==> src/rtl/mem_guard.sv <==
// mem_guard: per-thread region protection checker for fetch and data requests with a host-transfer FSM.
// Ports: clk, rst (async, active-high); fetch i_rd/i_addr/i_trd -> i_chk_vld/i_segfault;
// data d_rd/d_wr/d_addr/d_trd -> d_chk_vld/d_segfault/d_busy; host mem_op/mem_addr, ready/tx_done;
// CSR csr_wr/csr_addr/csr_wdata -> csr_rdata (region r at 4r+0/1/2, fault status 0xF0).
// Option MEM_GUARD_FAULT_ADDR_EN: first-fault address capture per thread at 0xE0+t.
module mem_guard #(
  parameter int NUM_TRD = 8,
  parameter int NUM_RGN = 4,
  parameter int ADDR_W  = 32,
  localparam int TRD_W  = $clog2(NUM_TRD)
) (
  input  logic              clk,
  input  logic              rst,
  input  logic              i_rd,
  input  logic [ADDR_W-1:0] i_addr,
  input  logic [TRD_W-1:0]  i_trd,
  output logic              i_chk_vld,
  output logic              i_segfault,
  input  logic              d_rd,
  input  logic              d_wr,
  input  logic [ADDR_W-1:0] d_addr,
  input  logic [TRD_W-1:0]  d_trd,
  output logic              d_chk_vld,
  output logic              d_segfault,
  output logic              d_busy,
  output logic [1:0]        mem_op,
  output logic [ADDR_W-1:0] mem_addr,
  input  logic              ready,
  input  logic              tx_done,
  input  logic              csr_wr,
  input  logic [7:0]        csr_addr,
  input  logic [31:0]       csr_wdata,
  output logic [31:0]       csr_rdata
);
  typedef enum logic [1:0] {S_IDLE, S_REQ, S_WAIT} state_t;
  state_t              r_state;
  logic [ADDR_W-1:0]   r_base  [NUM_RGN];
  logic [ADDR_W-1:0]   r_limit [NUM_RGN];
  logic [2:0]          r_perm  [NUM_RGN];
  logic [7:0]          r_mask  [NUM_RGN];
  logic [NUM_TRD-1:0]  r_fault;
  logic                r_i_vld, r_i_seg, r_d_vld, r_d_seg;
  logic [1:0]          r_mem_op;
  logic [ADDR_W-1:0]   r_mem_addr;
  logic                w_i_ok, w_d_ok, w_d_req, w_i_flt, w_d_flt;
  logic [NUM_TRD-1:0]  w_set, w_clr;
`ifdef MEM_GUARD_FAULT_ADDR_EN
  logic [ADDR_W-1:0]   r_fa [NUM_TRD];
`endif
  // Overlapping regions OR together; a write needs W, a read R, a fetch X.
  always_comb begin
    w_i_ok = 1'b0;
    w_d_ok = 1'b0;
    for (int r = 0; r < NUM_RGN; r++) begin
      w_i_ok = w_i_ok | (i_addr >= r_base[r] && i_addr <= r_limit[r] && r_mask[r][i_trd] && r_perm[r][0]);
      w_d_ok = w_d_ok | (d_addr >= r_base[r] && d_addr <= r_limit[r] && r_mask[r][d_trd] &&
                         (d_wr ? r_perm[r][2] : r_perm[r][1]));
    end
  end
  // Data requests arriving while a transfer is in flight are dropped unchecked.
  assign w_d_req = (d_rd | d_wr) & (r_state == S_IDLE);
  assign w_i_flt = i_rd & ~w_i_ok;
  assign w_d_flt = w_d_req & ~w_d_ok;
  assign w_clr   = (csr_wr && csr_addr == 8'hF0) ? csr_wdata[NUM_TRD-1:0] : '0;
  always_comb begin
    w_set = '0;
    if (w_i_flt) w_set[i_trd] = 1'b1;
    if (w_d_flt) w_set[d_trd] = 1'b1;
  end
  always_ff @(posedge clk or posedge rst) begin
    if (rst) begin
      r_state    <= S_IDLE;
      r_mem_op   <= 2'b00;
      r_mem_addr <= '0;
      r_i_vld    <= 1'b0;
      r_i_seg    <= 1'b0;
      r_d_vld    <= 1'b0;
      r_d_seg    <= 1'b0;
    end else begin
      r_i_vld <= i_rd;
      r_i_seg <= w_i_flt;
      r_d_vld <= w_d_req;
      r_d_seg <= w_d_flt;
      case (r_state)
        S_IDLE: if (w_d_req && w_d_ok) begin
          r_state    <= S_REQ;
          r_mem_op   <= d_wr ? 2'b11 : 2'b01;
          r_mem_addr <= d_addr;
        end
        S_REQ: if (ready) begin
          r_state  <= S_WAIT;
          r_mem_op <= 2'b00;
        end
        S_WAIT: if (tx_done) r_state <= S_IDLE;
        default: r_state <= S_IDLE;
      endcase
    end
  end
  // Set wins over a same-cycle write-1-to-clear.
  always_ff @(posedge clk or posedge rst) begin
    if (rst) begin
      for (int r = 0; r < NUM_RGN; r++) begin
        r_base[r]  <= '0;
        r_limit[r] <= '0;
        r_perm[r]  <= 3'b000;
        r_mask[r]  <= 8'h00;
      end
      r_base[0]  <= ADDR_W'(32'h0001_0000);
      r_limit[0] <= ADDR_W'(32'h0001_01FF);
      r_perm[0]  <= 3'b001;
      r_mask[0]  <= 8'hFF;
      r_base[1]  <= ADDR_W'(32'h0001_0200);
      r_limit[1] <= ADDR_W'(32'h0001_02FF);
      r_perm[1]  <= 3'b110;
      r_mask[1]  <= 8'hFF;
      r_fault    <= '0;
    end else begin
      for (int r = 0; r < NUM_RGN; r++) begin
        if (csr_wr && csr_addr == 8'(4*r))   r_base[r]  <= csr_wdata[ADDR_W-1:0];
        if (csr_wr && csr_addr == 8'(4*r+1)) r_limit[r] <= csr_wdata[ADDR_W-1:0];
        if (csr_wr && csr_addr == 8'(4*r+2)) begin
          r_perm[r] <= csr_wdata[2:0];
          r_mask[r] <= csr_wdata[15:8];
        end
      end
      r_fault <= (r_fault & ~w_clr) | w_set;
    end
  end
`ifdef MEM_GUARD_FAULT_ADDR_EN
  // Capture only while the status bit is clear; a same-thread fetch fault takes priority over a data fault.
  always_ff @(posedge clk or posedge rst) begin
    if (rst) begin
      for (int t = 0; t < NUM_TRD; t++) r_fa[t] <= '0;
    end else begin
      for (int t = 0; t < NUM_TRD; t++)
        if (!r_fault[t]) begin
          if (w_i_flt && i_trd == TRD_W'(t)) r_fa[t] <= i_addr;
          else if (w_d_flt && d_trd == TRD_W'(t)) r_fa[t] <= d_addr;
        end
    end
  end
`endif
  always_comb begin
    csr_rdata = '0;
    for (int r = 0; r < NUM_RGN; r++) begin
      if (csr_addr == 8'(4*r))   csr_rdata = 32'(r_base[r]);
      if (csr_addr == 8'(4*r+1)) csr_rdata = 32'(r_limit[r]);
      if (csr_addr == 8'(4*r+2)) csr_rdata = 32'({r_mask[r], 5'b00000, r_perm[r]});
    end
    if (csr_addr == 8'hF0) csr_rdata = 32'(r_fault);
`ifdef MEM_GUARD_FAULT_ADDR_EN
    for (int t = 0; t < NUM_TRD; t++)
      if (csr_addr == 8'(224+t)) csr_rdata = 32'(r_fa[t]);
`endif
  end
  assign i_chk_vld  = r_i_vld;
  assign i_segfault = r_i_seg;
  assign d_chk_vld  = r_d_vld;
  assign d_segfault = r_d_seg;
  assign d_busy     = (r_state != S_IDLE);
  assign mem_op     = r_mem_op;
  assign mem_addr   = r_mem_addr;
endmodule
==> config.mk <==
export PLATFORM = sky130hd
export DESIGN_NAME = mem_guard
export DESIGN_NICKNAME = d
export VERILOG_FILES = /design/src/rtl/mem_guard.sv
export SDC_FILE = /design/constraint.sdc
export NUM_CORES = 2
export LEC_CHECK = 0
export CORE_MARGIN = 5
export CORE_UTILIZATION = 50
export CTS_BUF_LIST = sky130_fd_sc_hd__clkbuf_16
export DETAILED_ROUTE_END_ITERATION = 6
export PLACE_DENSITY = 0.69
export SYNTH_ARGS = -nofsm -noshare
export SYNTH_HDL_FRONTEND = slang
export SYNTH_SLANG_ARGS = --single-unit
==> constraint.sdc <==
create_clock -name clk -period 21.4 [get_ports clk]
set_input_delay 4.28 -clock clk [delete_from_list [all_inputs] [get_ports clk]]
set_output_delay 4.28 -clock clk [all_outputs]
set_load 0.02 [all_outputs]
==> metrics.yaml <==
finish:
  drive_above_1_share_pct: 17.21
  multi_input_area_um2: 17300
  regArea_um2: 8761
  final_nets: 3492
  area_growth_syn_to_layout_pct: 14.54
  instances_no_fill: 3589
  fillCellCount: 4626
  insertedDiodeCount: 0
power_and_ir_drop:
  p_sw_share_pct: 31.14
  pwr-share-clk_pct: 37.6
  p_int_uw: 1361
  power.density_nw_per_um2: 62.89
  p_comb_share_pct: 23.8
  fin_total_pwr_uw: 1977
  leakage_uw: 0.01403
  p_seq_share_pct: 38.5
  peakVddDrop_mv: 0.1067
  p_sw_uw: 615.8
timing:
  maxSlewViolCount: 0
  finalCritPeriodShare_pct: 58.75
  rsz0062_at_grt: "false"
  setup_slack_ns: 8.828
  min_period_ns: 12.57
  finalHoldViolCount: 0
  clock-skew-final_ns: 0.02440
  final.setup.tns_ns: 0
  tightest_slew_ns: 1.237
  slew_headroom_pct: 16.65
  max_freq_ghz: 0.07954
  setup_viol: 0
global_route:
  antenna_found_initial: 1
  track_usage_pct: 35.56
  gr-total-overflow: 0
  grt_max_degree: 94
  grt_pass1_wl_mm: 158.9
  grt_pass1_vias: 24000
clocking:
  postCtsResizedCells: 0
  clock-sinks: 348
  cts_tree: "done"
  cts-htree-levels: 2
  root_buffer: "clkbuf_16"
  cts_hold_buf: 0
  clock_path_buffers: 3
  cts_made_buffers: 41
  path_clk_slew_ns: 0.05
  clock_latency_ns: 0.59
  postCtsSetupBuffers: 0
yosys:
  synth_fp_nets: 3325
  syn_avg_cell_area_um2: 10.19
  netlist_area_um2: 27450
  ys_seq_elements: 348
  ys_types: 74
  synth_edf_count: 0
  ys_seq_area_share_pct: 31.92
  ys_async_sr_fraction_pct: 100.0
  syn_inst: 2695
  synth_warnings: 0
  ys.flop_type: "dfrtp_1"
critical_path:
  path_max_fanout: 13
  worst_r2r_endpoint: "mem_addr[27]"
  critPathSlowestCell: "nor2_1"
  ff2ff_path_depth: 11
  rr_startpoint: "r_limit[79]"
  cp-end-kind: "output pin"
  cp-start-kind: "input pin"
  critPathLaunch: "csr_addr[4]"
  path_cells: "clkdlybuf4s50_1, nor4_1, nand3b_1, nor2_1, a221oi_1, nand3_1, o21ai_0, o211ai_1, o21ai_0, a221oi_1, clkdlybuf4s50_1"
  critical_path_class: "input pin to output pin"
  arrival_ns: 8.29
  setup.reg_to_reg.worst_slack_ns: 16.33
  max_stage_delay_ns: 0.82
  cp.required_ns: 17.12
routing:
  num_vias: 23880
  dr.first_iter.drc_count: 2414
  drt_pass1_iterations: 7
  final_antenna_net_count: 0
  wl_mm: 109.2
  drc: 3
  wl_per_cell_um: 30.43
  viasPerCell: 6.654
floorplan:
  fp.dieW_um: 244.3
  dieArea_um2: 59680
  core_area_um2: 54130
  start_util_pct: 50.71
  die_h_um: 244.3
  ios: 189
  num_rows: 85
status:
  violations: "design-rule violations"
  status: "finished, violations left"
place:
  portBuffers: 188
  place_ws_ns: 8.971
  dp_hpwl_mm: 84.89
  dp_cells: 3515
  gp_congestion: 1.017
flow_run:
  drv_cap: 0
worst_hold_path:
  holdPathStages: 1
  holdCritPathClass: "flop to flop"
  worstHoldEndpoint: "mem_op[0]"
  min_from: "mem_op[0]"
[area by class of cell]
| type | count | share of cell area [%] |
|---|---|---|
| Sequential cell | 348 | 27.87 |
| Multi-Input combinational cell | 1986 | 55.03 |
| Clock inverter | 32 | 1.146 |
| Clock buffer | 42 | 3.343 |
| Timing Repair Buffer | 212 | 6.558 |
| Inverter | 273 | 3.283 |
| Tap cell | 696 | 2.770 |
[flip-flops by register name, indices dropped and copies added, names as in the netlist]
name / flops
d_chk_vld: 1
d_segfault: 1
i_chk_vld: 1
i_segfault: 1
mem_addr: 32
mem_op: 2
r_base: 128
r_fault: 8
r_limit: 128
r_mask: 32
r_perm: 12
r_state: 2
[power groups by stage]
stage / Clock, uW / Combinational (uW) / Sequential, uW
global placement: 0 / 451 / 768
CTS: 754 / 468 / 759
detailed placement: 0 / 465 / 770
finish: 744 / 471 / 762
floorplan: 0 / 239 / 780
global route: 783 / 513 / 765
[cell usage after synthesis, types with 4 or more instances]
cell type | count | area, um2
a21oi_1 | 167 | 835.8
o21ai_0 | 94 | 470.5
a211oi_1 | 33 | 247.7
nand2b_1 | 19 | 118.9
o211ai_1 | 18 | 135.1
o22ai_1 | 30 | 187.7
dfrtp_1 | 306 | 7657
and3_1 | 10 | 62.56
nand2_1 | 129 | 484.2
a221oi_1 | 38 | 332.8
o21a_1 | 7 | 52.55
buf_12 | 4 | 80.08
a221o_1 | 10 | 100.1
and4_1 | 10 | 87.58
a31oi_1 | 17 | 106.4
a21o_1 | 75 | 563.0
or4_1 | 5 | 37.54
nor4_1 | 14 | 87.58
nor2_1 | 78 | 292.8
a22oi_1 | 64 | 480.5
mux2i_1 | 10 | 100.1
nand4_1 | 79 | 494.2
clkbuf_1 | 49 | 183.9
dfstp_2 | 42 | 1104
mux4_2 | 5 | 112.6
ha_1 | 512 | 6406
nand3_1 | 62 | 310.3
a2111oi_0 | 11 | 96.34
inv_1 | 273 | 1025
buf_1 | 27 | 101.4
a211o_1 | 9 | 78.83
a21boi_0 | 7 | 52.55
a41oi_1 | 4 | 35.03
nor2b_1 | 13 | 81.33
a22o_1 | 4 | 35.03
o2111ai_1 | 7 | 61.31
o221ai_1 | 7 | 61.31
mux2_2 | 309 | 3480
a222oi_1 | 9 | 90.09
buf_2 | 8 | 40.04
o31ai_1 | 8 | 60.06
nor3_1 | 34 | 170.2
mux2_4 | 28 | 420.4
[metrics by stage]
stage	instance area [um2]	util, %	hold WS [ns]
after detailed placement	30030	55.47	0.4697
after CTS	31440	58.08	0.4833
final	31440	58.08	0.4807
after floorplan	27450	-	0.4793
after global placement	30030	55.47	0.4624
after global routing	31440	58.08	0.5092
[metal layers]
metal	share of wire, %	GRT usage (%)
met1	41	45.70
met5	0.0064	0
met3	8.2	7.240
met4	6.7	19.33
met2	45	56.54
[worst max-delay path: cells and delay by family]
kind | cells | cell delay [ns]
simple gates | 4 | 1.98
buf+inv | 2 | 1.11
compound gates | 5 | 0.92
[how the worst max path moves through the flow]
stage,slack [ns],end
final,8.83,csr_rdata[14]
after CTS,8.94,csr_rdata[14]
after global routing,8.59,csr_rdata[14]
after floorplan,7.54,d_chk_vld
after global placement,9.04,csr_rdata[14]
after detailed placement,8.97,csr_rdata[14]
[cells by family (layout without fill, tap and decap cells)]
kind of cell    count (synthesis)  count (layout)  synth area share [%]
compound gates                647             647                 15.80
fa+ha+maj                     512             512                 23.34
buf+inv                       361             559                 5.210
flops                         348             348                 31.92
mux                           352             352                 14.98
simple gates                  475             475                 8.747
[placed cells by master (no fill, tap or decap), types with 32 or more instances in the layout]
cell type,n
nand4_1,79
nand2_1,121
inv_1,280
a211oi_1,33
clkdlybuf4s50_1,188
ha_1,512
a21oi_1,167
o21ai_0,94
nor2_1,74
clkbuf_16,42
nand3_1,62
a22oi_1,64
a221oi_1,38
mux2_2,309
dfstp_2,42
dfrtp_1,306
nor3_1,32
a21o_1,75
Power figures use the tool's default switching activity.
